$ cat config.mk
export PLATFORM = sky130hd
export DESIGN_NAME = param_barrel_shifter_pipe
export DESIGN_NICKNAME = d
export VERILOG_FILES = /design/src/rtl/param_barrel_shifter_pipe.sv
export SDC_FILE = /design/constraint.sdc
export NUM_CORES = 1
export LEC_CHECK = 0
export CAP_MARGIN = 25
export CORE_UTILIZATION = 50
export CTS_CLUSTER_DIAMETER = 50
export DETAILED_ROUTE_END_ITERATION = 8
export PLACE_DENSITY = 0.74
export SLEW_MARGIN = 10
export SYNTH_ARGS = -nofsm -noshare
export SYNTH_HDL_FRONTEND = slang
export SYNTH_SLANG_ARGS = --single-unit
export TNS_END_PERCENT = 20
$ cat constraint.sdc
create_clock -name clk -period 1.54 [get_ports clk]
set_clock_uncertainty 0.15 [all_clocks]
set_input_delay 0.385 -clock clk [delete_from_list [all_inputs] [get_ports clk]]
set_output_delay 0.385 -clock clk [all_outputs]
set_load 0.05 [all_outputs]
$ cat src/rtl/param_barrel_shifter_pipe.sv
// Pipelined WIDTH-bit shifter/rotator (LSL/LSR/ASR/ROL) with one registered log2 stage per shift-amount bit.
// Define BARREL_CARRY_OUT_EN to add out_carry and its carry pipeline; by default both are absent.
module param_barrel_shifter_pipe #(
  parameter int WIDTH = 8,
  localparam int SHW = $clog2(WIDTH)
) (
  input  logic             clk,
  input  logic             rst,
  input  logic             in_valid,
  output logic             in_ready,
  input  logic [WIDTH-1:0] a,
  input  logic [SHW-1:0]   b,
  input  logic [1:0]       mode,
  output logic             out_valid,
  input  logic             out_ready,
  output logic [WIDTH-1:0] out
`ifdef BARREL_CARRY_OUT_EN
  ,
  output logic             out_carry
`endif
);

  typedef enum logic [1:0] {
    MODE_LSL = 2'b00,
    MODE_LSR = 2'b01,
    MODE_ASR = 2'b10,
    MODE_ROL = 2'b11
  } mode_e;

  logic advance;

  // The whole pipe moves in lockstep; a stalled output freezes every stage.
  assign advance  = !out_valid || out_ready;
  assign in_ready = advance;

  for (genvar i = 0; i < SHW; i++) begin : g_stage
    localparam int S  = 1 << i;
    localparam int BW = SHW - i;

    logic             v_in;
    logic [WIDTH-1:0] d_in;
    logic [1:0]       m_in;
    logic             s_in;
    logic [BW-1:0]    b_in;
    logic [WIDTH-1:0] d_nxt;
    logic             v_q;
    logic [WIDTH-1:0] d_q;

    if (i == 0) begin : g_src
      assign v_in = in_valid;
      assign d_in = a;
      assign m_in = mode;
      assign s_in = a[WIDTH-1];
      assign b_in = b;
    end else begin : g_src
      assign v_in = g_stage[i-1].v_q;
      assign d_in = g_stage[i-1].d_q;
      assign m_in = g_stage[i-1].g_ctl.m_q;
      assign s_in = g_stage[i-1].g_ctl.s_q;
      assign b_in = g_stage[i-1].g_ctl.b_q;
    end

    // b_in[0] is this stage's shift bit; the original sign travels with the item for ASR fill.
    always_comb begin
      d_nxt = d_in;
      if (b_in[0]) begin
        case (m_in)
          MODE_LSL: d_nxt = d_in << S;
          MODE_LSR: d_nxt = d_in >> S;
          MODE_ASR: d_nxt = (d_in >> S) | ({WIDTH{s_in}} << (WIDTH - S));
          default:  d_nxt = (d_in << S) | (d_in >> (WIDTH - S));
        endcase
      end
    end

    always_ff @(posedge clk or posedge rst) begin
      if (rst) begin
        v_q <= 1'b0;
        d_q <= '0;
      end else if (advance) begin
        v_q <= v_in;
        d_q <= d_nxt;
      end
    end

    if (i < SHW - 1) begin : g_ctl
      logic [1:0]    m_q;
      logic          s_q;
      logic [BW-2:0] b_q;

      always_ff @(posedge clk or posedge rst) begin
        if (rst) begin
          m_q <= '0;
          s_q <= 1'b0;
          b_q <= '0;
        end else if (advance) begin
          m_q <= m_in;
          s_q <= s_in;
          b_q <= b_in[BW-1:1];
        end
      end
    end

`ifdef BARREL_CARRY_OUT_EN
    logic c_in;
    logic c_nxt;
    logic c_q;

    if (i == 0) begin : g_csrc
      assign c_in = 1'b0;
    end else begin : g_csrc
      assign c_in = g_stage[i-1].c_q;
    end

    // The last stage that actually shifts decides the carry; later idle stages pass it on.
    always_comb begin
      c_nxt = c_in;
      if (b_in[0]) begin
        if (m_in == MODE_LSL || m_in == MODE_ROL) c_nxt = d_in[WIDTH-S];
        else                                       c_nxt = d_in[S-1];
      end
    end

    always_ff @(posedge clk or posedge rst) begin
      if (rst)          c_q <= 1'b0;
      else if (advance) c_q <= c_nxt;
    end
`endif
  end

  assign out_valid = g_stage[SHW-1].v_q;
  assign out       = g_stage[SHW-1].d_q;
`ifdef BARREL_CARRY_OUT_EN
  assign out_carry = g_stage[SHW-1].c_q;
`endif

endmodule

# After elaboration in Yosys (flattened, before gate mapping)
# Cells that the tools add are included.
[totals]
wordCells = 35
inputBits = 17
output_inout_bits = 10
ff_bits = 36
rom_bits = 0
ram_bits = 0
latchBits = 0
mem_count = 0
[classes]
bitwise_logic = 6
n_eq_ne = 6
n_div = 0
n_lt_le_gt_ge = 0
reduce_logical = 5
shift = 0
multipliers = 0
n_mux = 6
add_sub_neg = 0
[ops]
columns = ["op", "n"]
rows = [
  ["$pmux W8 S3", 3],
  ["$mux W8", 3],
  ["$or A4 B8 Y8", 1],
  ["$or A6 B8 Y8", 1],
  ["$or A7 B8 Y8", 1],
  ["$or A8 B1 Y8", 1],
  ["$or A8 B2 Y8", 1],
  ["$or A8 B4 Y8", 1],
  ["$eq A2 B1 Y1 const B", 3],
  ["$eq A2 B2 Y1 const B", 3],
  ["$logic_not A2 Y1", 3],
  ["$logic_not A1 Y1", 1],
  ["$logic_or A1 B1 Y1", 1],
]

# Logic depth before layout (Yosys ltp)
[logic_depth]
ltp_word = 3
ltp_mapped = 5
mapped_depth_nobuf = 4

# Worst setup path before layout
# No wires, ideal clock.
[synth_path]
kind = "reg2out"
start = "register g_stage[2].v_q, in the netlist out_valid"
end = "output port in_ready"
required_ns = 1.005
stages_incl_launch_ff = 4
n_path_buf = 1
path_slack_ns = -0.502
arrival_time_ns = 1.507
cell_sequence = "dfrtp_1 nor2b_2 inv_2 clkbuf_1"
[synth_via]
elab_chain_len = 2
[synth_lines]
columns = ["item", "line", "source"]
rows = [
  ["start, declared", "46", "logic v_q;"],
  ["start signal, assigned", "81", "v_q <= v_in;"],
  ["$logic_not A1 Y1", "33", "assign advance = !out_valid || out_ready;"],
  ["$logic_or A1 B1 Y1", "33", ""],
  ["end, declared", "10", "output logic in_ready,"],
]
# No other way between the ends.

# Worst setup path after layout
# Same ends and word-level chain as after synthesis.

==> metrics.csv <==
metric;value;unit
worst r2r dst;g_stage[1].d_q[1];
die height;63.9;um
Final Util;70.7;%
endpoints failing setup;1;
Synthesis Warnings;0;
worst vdd rail ir drop;0.811;mV
starting density of the core;52.3;%
top cell type's share of synthesized area;47.0;%
synth top area cells;dfrtp_1 47%, nand2_1 9.4%, mux2i_1 6.8%;
final instance area;2590;um2
num ports;27;
proportion of layout cells with a drive suffix above 1;21.5;%
DRC;0;
final HPWL from detailed placement;3180;um
Worst-path clk slew;70;ps
R2R cell count;3;
area of placed instances;2450;um2
CP Launch Type;flop;
Comb pwr share;47.3;%
worst path required time;1000;ps
worst slew pin tran;336;ps
Crit Path Category;flop to primary output;
drt pass-1 iters;5;
DR WL/cell;14.6;um
ANT nets after route;0;
std cell rows;22;
clk buf depth;2;
PortBufs;26;
Lkg Pwr;1.20;nW
DR vias/cell;5.69;
sequential share of the synthesized area;47.0;%
final global-route overflow total;0;
drt initial violations;48;
initial antenna violation count;0;
CTS Sinks;36;
total power;0.00478;W
final-report hold violation count;0;
post-layout minimum cycle time;1560;ps
FF+latch count, synth;36;
mapped cell area;1920;um2
failing checks;setup timing;
CTS tree;built;
status;finished, violations left;
final RePlAce weighted congestion;0.848;
first-pass GRT wire length;7430;um
leading area contributor after synthesis;dfrtp_1;
via count;1674;
critical path arrival;1030;ps
Inserted Clock Buffers;5;
setup ws final;-24.3;ps
Die W;63.9;um
Clock power frac;16.9;%
NetSw;0.00186;W
Reg power frac;35.8;%
die area;4080;um2
FILL cells;269;
fmax;0.639;GHz
hold buffers post-CTS;0;
PD cells;1850;nW/um2
worst-path maximum fanout;2;
max cap viols;0;
switching share of power;38.9;%
Mapped Cells;203;
area grow syn2layout;35.1;%
clock latency on the worst-skew pair;290;ps
Slew Limit Headroom;77.6;%
period utilization;102;%
Post-Syn Nets;220;
largest net degree at the start of global routing;37;
number of global-route vias before repair;1688;
# diodes;0;
R2R setup slack;60;ps
# H-tree levels;2;
Int Power;0.00292;W
core area;3660;um2
syn avg cell area;9.44;um2
number of library cell types mapped by synthesis;34;
routed wire length;4300;um
Worst Setup End Kind;primary output;
min-delay worst type;input pin to async pin;
FF-to-FF Start;g_stage[0].g_ctl.m_q[0];
CTS Root Cell;clkbuf_8;
unrepaired setup endpoints after global routing;yes;
Final nets;262;
GRT Util Overall;24.1;%
fin. max-slew vios;0;
## cell usage after synthesis
cell type	number
mux2i_1	13
buf_1	1
nor2b_1	4
nor2_1	7
o21ai_0	21
nor3b_1	2
a31oi_1	5
o21ai_1	5
nand2b_1	1
nand3_1	10
dfrtp_1	36
xnor2_4	1
inv_2	1
a2bb2oi_1	1
nor2b_2	1
nand2_1	48
clkbuf_1	2
o211ai_1	6
buf_2	7
inv_1	4
buf_6	1
a221oi_2	1
a211oi_1	2
clkinv_1	1
buf_4	1
and3b_1	4
mux2_2	4
o221a_2	1
xor2_1	1
mux2_4	1
o211a_1	3
a221oi_1	5
o21a_1	1
xnor2_2	1
## worst max-delay path, cell delays in order (launching register included)
cell     delay, ps
dfrtp_2        400
nor2b_4        130
inv_2           70
buf_8          140
## final cells by class
class	count	area (um2)	area share, %
clock inverters	2	35.0	1.35
flip-flops and latches	36	903	34.9
clock buffers	6	72.6	2.80
multi-input cells	149	941	36.3
inverters	6	22.5	0.870
repair buffers	47	554	21.4
well taps	48	60.1	2.32
## layout by cell type, fill, tap and decap left out, drive strengths merged
| cell type | count |
|---|---|
| a211oi | 2 |
| a221oi | 6 |
| a2bb2oi | 1 |
| a31oi | 5 |
| and3b | 4 |
| buf | 31 |
| bufinv | 1 |
| clkbuf | 6 |
| clkdlybuf4s50 | 13 |
| clkinv | 2 |
| dfrtp | 36 |
| dlygate4sd2 | 3 |
| inv | 5 |
| mux2 | 5 |
| mux2i | 13 |
| nand2 | 48 |
| nand2b | 1 |
| nand3 | 10 |
| nor2 | 7 |
| nor2b | 5 |
| nor3b | 2 |
| o211a | 3 |
| o211ai | 6 |
| o21a | 1 |
| o21ai | 26 |
| o221a | 1 |
| xnor2 | 2 |
| xor2 | 1 |
## per-layer routing
layer  wire (um)  GRT usage (%)
met4         135           14.2
met3         191           5.36
met2        2390           45.6
met1        1580           23.4
met5           0              0
## cells by family after synthesis
| family | count (synthesis) | synth area share, % |
|---|---|---|
| xor gates and xnor gates | 3 | 2.74 |
| muxes | 18 | 9.93 |
| DFF | 36 | 47.0 |
| AOI/OAI and AO/OA | 51 | 17.6 |
| buffers and inverters | 18 | 4.57 |
| and+or+nand+nor | 77 | 18.1 |
## sequential cells by signal, indices dropped and copies added (netlist names)
| signal | flops |
|---|---|
| g_stage.d_q | 16 |
| out | 8 |
| g_stage.g_ctl.m_q | 4 |
| g_stage.g_ctl.b_q | 3 |
| g_stage.g_ctl.s_q | 2 |
| g_stage.v_q | 2 |
| out_valid | 1 |
## power groups by stage
stage          Sequential [W]  Clock, W  Combinational (W)
6_report              0.00171  0.000808            0.00226
5_1_grt               0.00177  0.000861            0.00243
4_1_cts               0.00171  0.000824            0.00226
3_5_place_dp          0.00172         0            0.00222
3_3_place_gp          0.00169         0            0.00216
2_1_floorplan         0.00192         0            0.00103
## metrics by stage
step | std cells | TNS [ps] | hold slack, ps | worst slack, ps
floorplan | 203 | 0 | 280 | 8.15
global placement | 285 | -9090 | 292 | -355
detailed placement | 285 | -10360 | 292 | -400
CTS | 294 | -37.0 | 294 | -37.0
global route | 294 | -91.8 | 317 | -67.1
finish | 294 | -24.3 | 288 | -24.3
## worst max path at each step
stage	cells after the start	slack, ps	from	end
6_report	3	-20	out_valid	in_ready
5_1_grt	3	-70	out_valid	in_ready
4_1_cts	3	-40	out_valid	in_ready
3_5_place_dp	4	-400	mode[1]	g_stage[0].d_q[6]
3_3_place_gp	4	-360	mode[1]	g_stage[0].d_q[2]
2_1_floorplan	3	8	out_valid	in_ready
## timing repair
action / CTS / global route
gates resized for setup: 9 / 2
buffers inserted: 1 / 0
setup endpoints to repair: 11 / 8
pin swaps: 1 / 0
gates cloned: 0 / 0
Power figures use the tool's default switching activity.
